### src/rtl/alarm_pkg.sv
// Shared constants for the alarm bank: STO word field positions, time limits,
// the default "every day" code and the edit FSM state encoding.
// No ports; imported by alarm_bank_setter and time_field_incr.
package alarm_pkg;

    // STO / CTI word layout: [15] on, [14:12] day, [11:7] hour,
    // [6:4] minute tens, [3:0] minute units. CTI is the same without bit 15.
    localparam int STO_W  = 16;
    localparam int STO_ON = 15;
    localparam int DAY_HI = 14;
    localparam int DAY_LO = 12;
    localparam int HR_HI  = 11;
    localparam int HR_LO  = 7;
    localparam int MT_HI  = 6;
    localparam int MT_LO  = 4;
    localparam int MU_HI  = 3;
    localparam int MU_LO  = 0;

    // Time limits. Minutes are BCD-like (tens, units), so the 59 limit is
    // split into its two digits for the carry chain.
    localparam int MIN_MAX       = 59;
    localparam int MIN_TENS_MAX  = MIN_MAX / 10;
    localparam int MIN_UNITS_MAX = MIN_MAX % 10;
    localparam int HOUR_MAX      = 23;
    localparam int DAY_LAST      = 6;
    localparam int DAY_ANY_DEF   = 7;

    typedef enum logic [1:0] {
        ST_IDLE  = 2'd0,
        ST_EDIT  = 2'd1,
        ST_WRITE = 2'd2
    } state_t;

endpackage

### src/rtl/time_field_incr.sv
// Next value of the day/hour/minute fields of one STO word for one step of
// the IM/IH/ID buttons; purely combinational, zero latency, no backpressure.
// Ports: i_day/i_hour/i_tens/i_units current fields, i_im/i_ih/i_id step
// requests, o_* stepped fields.
module time_field_incr
    import alarm_pkg::*;
#(
    parameter bit         MIN_CARRY = 1'b0,
    parameter logic [2:0] DAY_ANY   = 3'(DAY_ANY_DEF)
) (
    input  logic [2:0] i_day,
    input  logic [4:0] i_hour,
    input  logic [2:0] i_tens,
    input  logic [3:0] i_units,
    input  logic       i_im,
    input  logic       i_ih,
    input  logic       i_id,
    output logic [2:0] o_day,
    output logic [4:0] o_hour,
    output logic [2:0] o_tens,
    output logic [3:0] o_units
);

    logic       w_min_wrap;
    logic [1:0] w_hr_step;
    logic [5:0] w_hr_sum;

    always_comb begin
        o_units    = i_units;
        o_tens     = i_tens;
        o_hour     = i_hour;
        o_day      = i_day;
        w_min_wrap = 1'b0;
        w_hr_step  = 2'd0;
        w_hr_sum   = 6'd0;

        // Minute digits. Using >= lets out-of-range loaded digits fall back
        // to 0 on the next step instead of counting up through garbage.
        if (i_im) begin
            if (i_units >= 4'(MIN_UNITS_MAX)) begin
                o_units = 4'd0;
                if (i_tens >= 3'(MIN_TENS_MAX)) begin
                    o_tens     = 3'd0;
                    w_min_wrap = 1'b1;
                end else begin
                    o_tens = i_tens + 3'd1;
                end
            end else begin
                o_units = i_units + 4'd1;
            end
        end

        // Hour can advance by up to 2 in one cycle (IH plus minute carry),
        // so 23 -> 01 is possible.
        w_hr_step = {1'b0, i_ih} + {1'b0, MIN_CARRY & w_min_wrap};
        w_hr_sum  = {1'b0, i_hour} + {4'd0, w_hr_step};
        if (w_hr_step != 2'd0) begin
            if (i_hour > 5'(HOUR_MAX)) begin
                o_hour = 5'd0;
            end else if (w_hr_sum > 6'(HOUR_MAX)) begin
                o_hour = 5'(w_hr_sum - 6'(HOUR_MAX + 1));
            end else begin
                o_hour = w_hr_sum[4:0];
            end
        end

        // Day sequence: 0..6, then the "every day" code, then back to 0.
        if (i_id) begin
            if (i_day == 3'(DAY_LAST)) begin
                o_day = DAY_ANY;
            end else if (i_day < 3'(DAY_LAST)) begin
                o_day = i_day + 3'd1;
            end else begin
                o_day = 3'd0;
            end
        end
    end

endmodule

### src/rtl/alarm_bank_setter.sv
// Alarm store: NUM_SLOTS STO words, single-slot edit buffer, per-slot minute match.
// Latency: STO and MATCH are registered, 1 cycle after SEL/buffer/CTI change.
// No backpressure; BUSY is high while an edit or its write-back is in progress.
// Ports: Clk, CLEAR (sync reset), CTI running time, SEL slot select, EDIT_EN,
// IM/IH/ID/TOF/LD_TIME/CLEAR_ST edit controls, COMMIT/CANCEL, STO view word,
// BUSY, MATCH per-slot pulse, ALARM = OR of MATCH.
module alarm_bank_setter
    import alarm_pkg::*;
#(
    parameter int NUM_SLOTS = 7,
    parameter int SLOT_W    = $clog2(NUM_SLOTS),
    parameter bit MIN_CARRY = 1'b0,
    parameter int DAY_ANY   = DAY_ANY_DEF
) (
    input  logic                 Clk,
    input  logic                 CLEAR,
    input  logic [14:0]          CTI,
    input  logic [SLOT_W-1:0]    SEL,
    input  logic                 EDIT_EN,
    input  logic                 IM,
    input  logic                 IH,
    input  logic                 ID,
    input  logic                 TOF,
    input  logic                 LD_TIME,
    input  logic                 CLEAR_ST,
    input  logic                 COMMIT,
    input  logic                 CANCEL,
    output logic [STO_W-1:0]     STO,
    output logic                 BUSY,
    output logic [NUM_SLOTS-1:0] MATCH,
    output logic                 ALARM
);

    state_t               r_state;
    state_t               w_state_nxt;
    logic [STO_W-1:0]     r_slot [NUM_SLOTS];
    logic [STO_W-1:0]     r_buf;
    logic [STO_W-1:0]     w_buf_nxt;
    logic [SLOT_W-1:0]    r_edit_slot;
    logic [SLOT_W-1:0]    w_edit_slot_nxt;
    logic                 w_slot_we;
    logic                 w_busy;
    logic [STO_W-1:0]     r_sto;
    logic [11:0]          r_prev_cti;
    logic                 r_prev_vld;
    logic                 w_tick;
    logic [NUM_SLOTS-1:0] r_match;
    logic [NUM_SLOTS-1:0] w_match_nxt;
    logic                 w_sel_vld;
    logic [STO_W-1:0]     w_sel_word;
    logic [2:0]           w_inc_day;
    logic [4:0]           w_inc_hour;
    logic [2:0]           w_inc_tens;
    logic [3:0]           w_inc_units;

    // Slot read mux; an out-of-range SEL matches no slot and reads as 0.
    always_comb begin
        w_sel_vld  = (int'(SEL) < NUM_SLOTS);
        w_sel_word = '0;
        for (int k = 0; k < NUM_SLOTS; k++) begin
            if (int'(SEL) == k) begin
                w_sel_word = r_slot[k];
            end
        end
    end

    time_field_incr #(
        .MIN_CARRY (MIN_CARRY),
        .DAY_ANY   (3'(DAY_ANY))
    ) u_buf_incr (
        .i_day   (r_buf[DAY_HI:DAY_LO]),
        .i_hour  (r_buf[HR_HI:HR_LO]),
        .i_tens  (r_buf[MT_HI:MT_LO]),
        .i_units (r_buf[MU_HI:MU_LO]),
        .i_im    (IM),
        .i_ih    (IH),
        .i_id    (ID),
        .o_day   (w_inc_day),
        .o_hour  (w_inc_hour),
        .o_tens  (w_inc_tens),
        .o_units (w_inc_units)
    );

    // Edit FSM next state and buffer update.
    always_comb begin
        w_state_nxt     = r_state;
        w_buf_nxt       = r_buf;
        w_edit_slot_nxt = r_edit_slot;
        w_slot_we       = 1'b0;
        w_busy          = 1'b0;
        case (r_state)
            ST_IDLE: begin
                if (EDIT_EN && w_sel_vld) begin
                    w_state_nxt     = ST_EDIT;
                    w_edit_slot_nxt = SEL;
                    w_buf_nxt       = w_sel_word;
                end
            end
            ST_EDIT: begin
                w_busy = 1'b1;
                if (CANCEL) begin
                    w_state_nxt = ST_IDLE;
                end else if (COMMIT) begin
                    w_state_nxt = ST_WRITE;
                end else if (CLEAR_ST) begin
                    w_buf_nxt = '0;
                end else if (LD_TIME) begin
                    w_buf_nxt = {r_buf[STO_ON], CTI};
                end else begin
                    // IM/IH/ID/TOF all apply together in one cycle.
                    w_buf_nxt = {r_buf[STO_ON] ^ TOF, w_inc_day, w_inc_hour,
                                 w_inc_tens, w_inc_units};
                end
            end
            ST_WRITE: begin
                w_busy      = 1'b1;
                w_slot_we   = 1'b1;
                w_state_nxt = ST_IDLE;
            end
            default: begin
                w_state_nxt = ST_IDLE;
            end
        endcase
    end

    // A minute tick is any change of hour/minute after the first sampled
    // cycle; day changes alone never fire an alarm.
    always_comb begin
        w_tick      = r_prev_vld && (CTI[HR_HI:MU_LO] != r_prev_cti);
        w_match_nxt = '0;
        for (int k = 0; k < NUM_SLOTS; k++) begin
            w_match_nxt[k] = w_tick && r_slot[k][STO_ON]
                && (r_slot[k][HR_HI:MU_LO] == CTI[HR_HI:MU_LO])
                && ((r_slot[k][DAY_HI:DAY_LO] == CTI[DAY_HI:DAY_LO])
                    || (r_slot[k][DAY_HI:DAY_LO] == 3'(DAY_ANY)));
            // Slot contents are changing under us this cycle.
            if ((r_state == ST_WRITE) && (int'(r_edit_slot) == k)) begin
                w_match_nxt[k] = 1'b0;
            end
        end
    end

    always_ff @(posedge Clk) begin
        if (CLEAR) begin
            r_state     <= ST_IDLE;
            r_buf       <= '0;
            r_edit_slot <= '0;
            r_sto       <= '0;
            r_prev_cti  <= '0;
            r_prev_vld  <= 1'b0;
            r_match     <= '0;
            for (int k = 0; k < NUM_SLOTS; k++) begin
                r_slot[k] <= '0;
            end
        end else begin
            r_state     <= w_state_nxt;
            r_buf       <= w_buf_nxt;
            r_edit_slot <= w_edit_slot_nxt;
            r_sto       <= (r_state == ST_IDLE) ? w_sel_word : r_buf;
            r_prev_cti  <= CTI[HR_HI:MU_LO];
            r_prev_vld  <= 1'b1;
            r_match     <= w_match_nxt;
            if (w_slot_we) begin
                for (int k = 0; k < NUM_SLOTS; k++) begin
                    if (int'(r_edit_slot) == k) begin
                        r_slot[k] <= r_buf;
                    end
                end
            end
        end
    end

    assign STO   = r_sto;
    assign BUSY  = w_busy;
    assign MATCH = r_match;
    assign ALARM = |r_match;

endmodule

### config.mk
export PLATFORM = sky130hd
export DESIGN_NAME = alarm_bank_setter
export DESIGN_NICKNAME = d
export VERILOG_FILES = /design/src/rtl/alarm_pkg.sv /design/src/rtl/time_field_incr.sv /design/src/rtl/alarm_bank_setter.sv
export SDC_FILE = /design/constraint.sdc
export NUM_CORES = 1
export LEC_CHECK = 0
export CORE_ASPECT_RATIO = 1.1
export CORE_UTILIZATION = 30
export DETAILED_ROUTE_END_ITERATION = 16
export PLACE_DENSITY = 0.54
export SLEW_MARGIN = 25
export SYNTH_ARGS = -nofsm -noshare
export SYNTH_HDL_FRONTEND = slang
export SYNTH_HIERARCHICAL = 1
export SYNTH_SLANG_ARGS = --single-unit
### constraint.sdc
create_clock -name Clk -period 5.7 [get_ports Clk]
set_input_delay 1.14 -clock Clk [delete_from_list [all_inputs] [get_ports Clk]]
set_output_delay 1.14 -clock Clk [all_outputs]
set_load 0.01 [all_outputs]
==> run metrics, run 1 <==
CTS clk-pin slew, worst paths 0.07 ns; max cap viols 0; Mapped Area 9614 sq um; pin count of the biggest net entering global routing 51; reg2reg start r_state[0]; Yosys cell types 68; power density over the cells 298.3 nW/um^2; worst r2r dst r_buf[1]; ys flop type edfxtp_1; Crit path max-delay family buffers and inverters; Final #Nets 1027; Synth Register Bits 169; total wire length 28.34 mm; clock sinks 169; Post-synth ARST share 0%; DRT Pass-1 Iters 8; setup repair bufs after CTS 0; Tmin final 3.237 ns; Die Width 172.7 um; chip height 189.8 um; H-Tree Depth 4; PostCTS Resize Cnt 0; initial antenna violation count 1; Congestion Overflow GR 0; post-placement cell area 10290 sq um; CTS max path bufs 2; worst hold path class flop to flop; largest cells by area after synthesis edfxtp_1 35%, dfxtp_1 12%, xor2_1 6.0%; Slew headroom 30.71%; Top Ports 54; die area 32770 sq um; routability cong. 0.8692; ANT cells 0; Yosys warning count 6; hold path startpoint r_buf[15]; EDFF count, synth 112; FP Rows 68; Detail Placement HPWL 20.56 mm; r2r worst-path depth 7; Yosys top cell area share 34.98%; Tcrit/Tclk final 56.79%; Root Driver clkbuf_16; starting density of the core 30.54%; post-route ant nets 0; worst path cell trace buf_2 -> clkinv_1 -> nand2_1; status finished, final reports clean; r2r setup slk 2.70 ns; port bufs 53; crit path DAT 3.30 ns; clk_lat worst skew 0.45 ns; Syn Inst Count 975; crit end category flop; register area share after synthesis 46.85%; via count 7413; Setup Viol. Count Final 0; Hold Path Stages 2; most frequent cells in the layout 143 x nor2_1, 112 x edfxtp_1, 66 x xor2_1, 61 x a21oi_1, 57 x dfxtp_1; First DRT Iteration DRCs 705; unrepaired setup endpoints after global routing false; DR DRC count 0; worst slew pin tran 1.039 ns; routed len/inst 19.98 um; first-pass GRT wire length 42.66 mm; leading area contributor after synthesis edfxtp_1; crit-path max cell delay 1.00 ns; Crit-path slowest cell nand2_1; DR vias/cell 5.228; Compound-Gate Fraction of Synth Area 13.34%; CTS tree yes; fill cell count 3222; Core Area 31480 sq um; WS Path Type primary input to flop; Max Clock Skew 0.009352 ns; CP bufs+invs 2; Critical Path RT 5.77 ns; cell area after layout 10880 sq um; Final Max Tran Viols 0; post-synthesis simple-gate area fraction 17.63%; Post-Synth Adder-Cell Area 1.692%; fmax 308.9 MHz; Mean Syn Cell Area 9.861 sq um; syn nets 1017; share of cells above drive strength 1 7.916%; Post-Synth XOR/XNOR Area 9.474%; main combinational cell family by area after synthesis simple AND/OR/NAND/NOR gates; CTS Hold Bufs 0; vias in the first global route 6902; Worst VDD drop 0.1575 mV; Tot GR Track Use 17.38%; post-synthesis mux area share 5.167%; P_leak 3.966 nW; Hold Violations, Final 0; commonest non-fill, non-tap cell in the layout nor2_1; Area growth, synth to finish 13.14%; Worst Path Max Fanout 32; setup TNS 0 ns; WHS Endpoint STO[15]; crit path launch type primary input; TritonCTS Buffers 17
[through the flow]
stage	instances	hold slack (ns)	setup slack [ns]	power (mW)	util, %
floorplan	975	0.4613	3.268	1.906	-
global placement	1386	0.4764	2.123	2.092	32.70
detailed placement	1386	0.4825	2.052	2.099	32.70
CTS	1418	0.4946	2.508	3.256	34.57
global route	1418	0.5182	2.263	3.375	34.55
finish	1418	0.4984	2.463	3.245	34.55
[layer usage]
layer | track usage, % | routed length [um] | vias to the layer above
met5 | 0 | 13 | -
met1 | 22.91 | 13020 | 3622
li1 | - | - | 3502
met3 | 3.717 | 1446 | 45
met2 | 27.73 | 13130 | 242
met4 | 6.978 | 734 | 2
[worst max path at each step]
stage / start / to / slack (ns) / cells past startpoint
2_1_floorplan: IH / r_buf[10] / 3.27 / 8
3_3_place_gp: SEL[0] / r_buf[15] / 2.12 / 7
3_5_place_dp: SEL[0] / r_buf[15] / 2.05 / 7
4_1_cts: MATCH[5] / ALARM / 2.51 / 3
5_1_grt: CLEAR / r_slot[0][4] / 2.26 / 3
6_report: CLEAR / r_slot[4][6] / 2.46 / 3
[tightest hold or removal path, cell delays in order, from the launching register on]
cell and delay [ns]:
dfxtp_1 0.34, nand2_1 0.06, a21oi_1 0.06
[sequential cells by signal, summed over array words and instances, names as in the netlist]
register     count
r_slot         112
r_buf           16
r_prev_vld       1
r_edit_slot      3
r_state          2
r_prev_cti      12
STO             16
MATCH            7
[cell families (layout without fill, tap and decap cells)]
family	after synthesis	count (layout)
mux	46	46
simple gates	340	340
fa+ha+maj	13	13
xor+xnor	104	104
compound gates	197	197
flops	169	169
buf+inv	106	129
[final cells by class]
| cell class | count | area (sq um) | area share [%] |
|---|---|---|---|
| clock inverter | 11 | 96.34 | 0.8857 |
| sequential | 169 | 4504 | 41.41 |
| tap | 420 | 525.5 | 4.831 |
| multi-input combinational | 700 | 4548 | 41.81 |
| inverter | 38 | 156.4 | 1.438 |
| clock buffer | 21 | 491.7 | 4.520 |
| timing repair buffer | 59 | 555.5 | 5.107 |
[where the power goes]
| part | internal (mW) | switching (mW) | leakage [nW] |
|---|---|---|---|
| registers | 1.40 | 0.0899 | 1.63 |
| logic | 0.232 | 0.357 | 2.04 |
| clock network | 0.633 | 0.537 | 0.295 |
| total | 2.26 | 0.984 | 3.97 |
[Yosys cell counts, types with 20 or more instances]
library cell / number
a21oi_1: 61
a31oi_1: 20
clkbuf_1: 27
dfxtp_1: 57
edfxtp_1: 112
inv_1: 36
mux2i_1: 29
nand2_1: 50
nand3_1: 28
nor2_1: 143
nor2b_1: 23
nor4_1: 22
o21ai_0: 36
xnor2_1: 38
xor2_1: 66
(Power assumes the default switching activity.)
==> run 2: changes to the inputs <==
==> constraint.sdc (replaced) <==
create_clock -name Clk -period 3.2 [get_ports Clk]
set_input_delay 0.64 -clock Clk [delete_from_list [all_inputs] [get_ports Clk]]
set_output_delay 0.64 -clock Clk [all_outputs]
set_load 0.01 [all_outputs]
==> run 2 against run 1 <==
Compared with the run above:
- first-iteration DRC count increased by 18%
- clock skew increased by 0.0032 ns
- clock power increased by 74%
- global-route usage increased by 0.51 points
- non-clock buffer count increased by 35
- sequential share of layout area decreased by 1.0 points
- highest routed layer is now met4
- register-to-register slack got worse by 2.0 ns
- via count increased by 1.0%
- largest power group unchanged
- combinational power increased by 85%
==> run metrics, run 2 (synthesized netlist as in run 1, its figures left out) <==
status finished, final reports clean; power density over the cells 518.3 nW/um^2; Tmin final 2.539 ns; Final #Nets 1062; first-pass GRT wire length 44.08 mm; setup repair bufs after CTS 0; crit end category flop; Core Area 31480 sq um; CTS clk-pin slew, worst paths 0.07 ns; Layout Utilization 35.44%; r2r setup slk 0.69 ns; Hold Violations, Final 0; Die Width 172.7 um; ANT cells 0; commonest non-fill, non-tap cell in the layout nor2_1; worst hold path class flop to flop; unrepaired setup endpoints after global routing false; H-Tree Depth 4; via count 7490; Final Max Tran Viols 0; Setup WS post-layout 0.6606 ns; clk_lat worst skew 0.44 ns; worst slack at placement 0.2322 ns; DRT Pass-1 Iters 7; most frequent cells in the layout 143 x nor2_1, 112 x edfxtp_1, 66 x xor2_1, 61 x a21oi_1, 57 x dfxtp_1; crit path launch type primary input; share of cells above drive strength 1 10.84%; First DRT Iteration DRCs 831; Area growth, synth to finish 16.05%; Max Clock Skew 0.01257 ns; worst slew pin tran 0.8755 ns; crit path DAT 2.83 ns; post-route ant nets 0; chip height 189.8 um; Worst Path Max Fanout 18; starting density of the core 30.54%; routed len/inst 19.96 um; Congestion Overflow GR 0; die area 32770 sq um; total wire length 29.00 mm; Top reg by flops r_slot; routability cong. 0.8887; CTS Hold Bufs 0; WS Path Type primary input to flop; Fin Hold WS 0.5131 ns; Detail Placement HPWL 21.10 mm; FP Rows 68; r2r worst-path depth 7; Setup crit end r_buf[11]; CTS max path bufs 2; CTS tree yes; TritonCTS Buffers 17; Worst VDD drop 0.3180 mV; vias in the first global route 7175; PnR Total Power 5.782 mW; Slew headroom 41.51%; port bufs 53; Tcrit/Tclk final 79.36%; reg2reg start r_state[1]; setup TNS 0 ns; P_leak 4.144 nW; Tot GR Track Use 17.90%; worst setup path start SEL[0]; DR DRC count 0; max cap viols 0; Critical Path RT 3.49 ns; DR vias/cell 5.155; Root Driver clkbuf_16; initial antenna violation count 0; max reg flops 112; clock sinks 169; Setup Viol. Count Final 0; fmax 393.8 MHz; pin count of the biggest net entering global routing 33; PostCTS Resize Cnt 0; worst r2r dst r_buf[15]; Top Ports 54
run 2: cell types whose count changed in the layout (fill, tap and decap cells not counted), sizes merged:
cell / change
clkinv: -1
clkdlybuf4s50: +1
inv: +1
buf: +34
run 2: where the power goes:
group | internal [mW] | switching [mW] | leakage, nW
combinational | 0.446 | 0.645 | 2.22
sequential | 2.49 | 0.161 | 1.63
clock | 1.12 | 0.924 | 0.294
total | 4.05 | 1.73 | 4.14
run 2: layer usage:
metal  global-route usage [%]  share of wire, %  vias up  wire length, um
met5                        0                 0        -                0
met4                    6.059               2.1        0              614
met3                    2.878               5.1       34             1481
met2                    29.45                47      241            13660
met1                    23.86                46     3645            13240
li1                         -                 -     3570                -
run 2: through the flow:
step / instance area [sq um] / instances
final: 11160 / 1453
after global routing: 11160 / 1453
after CTS: 11160 / 1453
after detailed placement: 10580 / 1421
after global placement: 10580 / 1421
after floorplan: 9614 / 975
run 2: layout make-up:
class / count / area (sq um)
clock inverter: 11 / 80.08
tap: 420 / 525.5
sequential: 169 / 4504
clock buffer: 21 / 494.2
multi-input combinational: 700 / 4548
fill: 3213 / 20320
inverter: 38 / 156.4
timing repair buffer: 94 / 848.3
run 2: worst min path at each step:
stage	start	depth (start not counted)	endpoint
5_1_grt	r_state[0]	2	r_state[0]
6_report	r_state[0]	2	r_state[0]
3_3_place_gp	r_buf[15]	2	STO[15]
2_1_floorplan	r_buf[15]	2	STO[15]
3_5_place_dp	r_buf[15]	2	STO[15]
4_1_cts	r_buf[15]	2	STO[15]
run 2: critical path, cell delays in order:
cell and delay, ns:
clkdlybuf4s50_1 0.85, buf_4 0.35, nand3b_1 0.34, o22ai_1 0.33
nor2_1 0.06, a21oi_1 0.16, a21oi_1 0.08
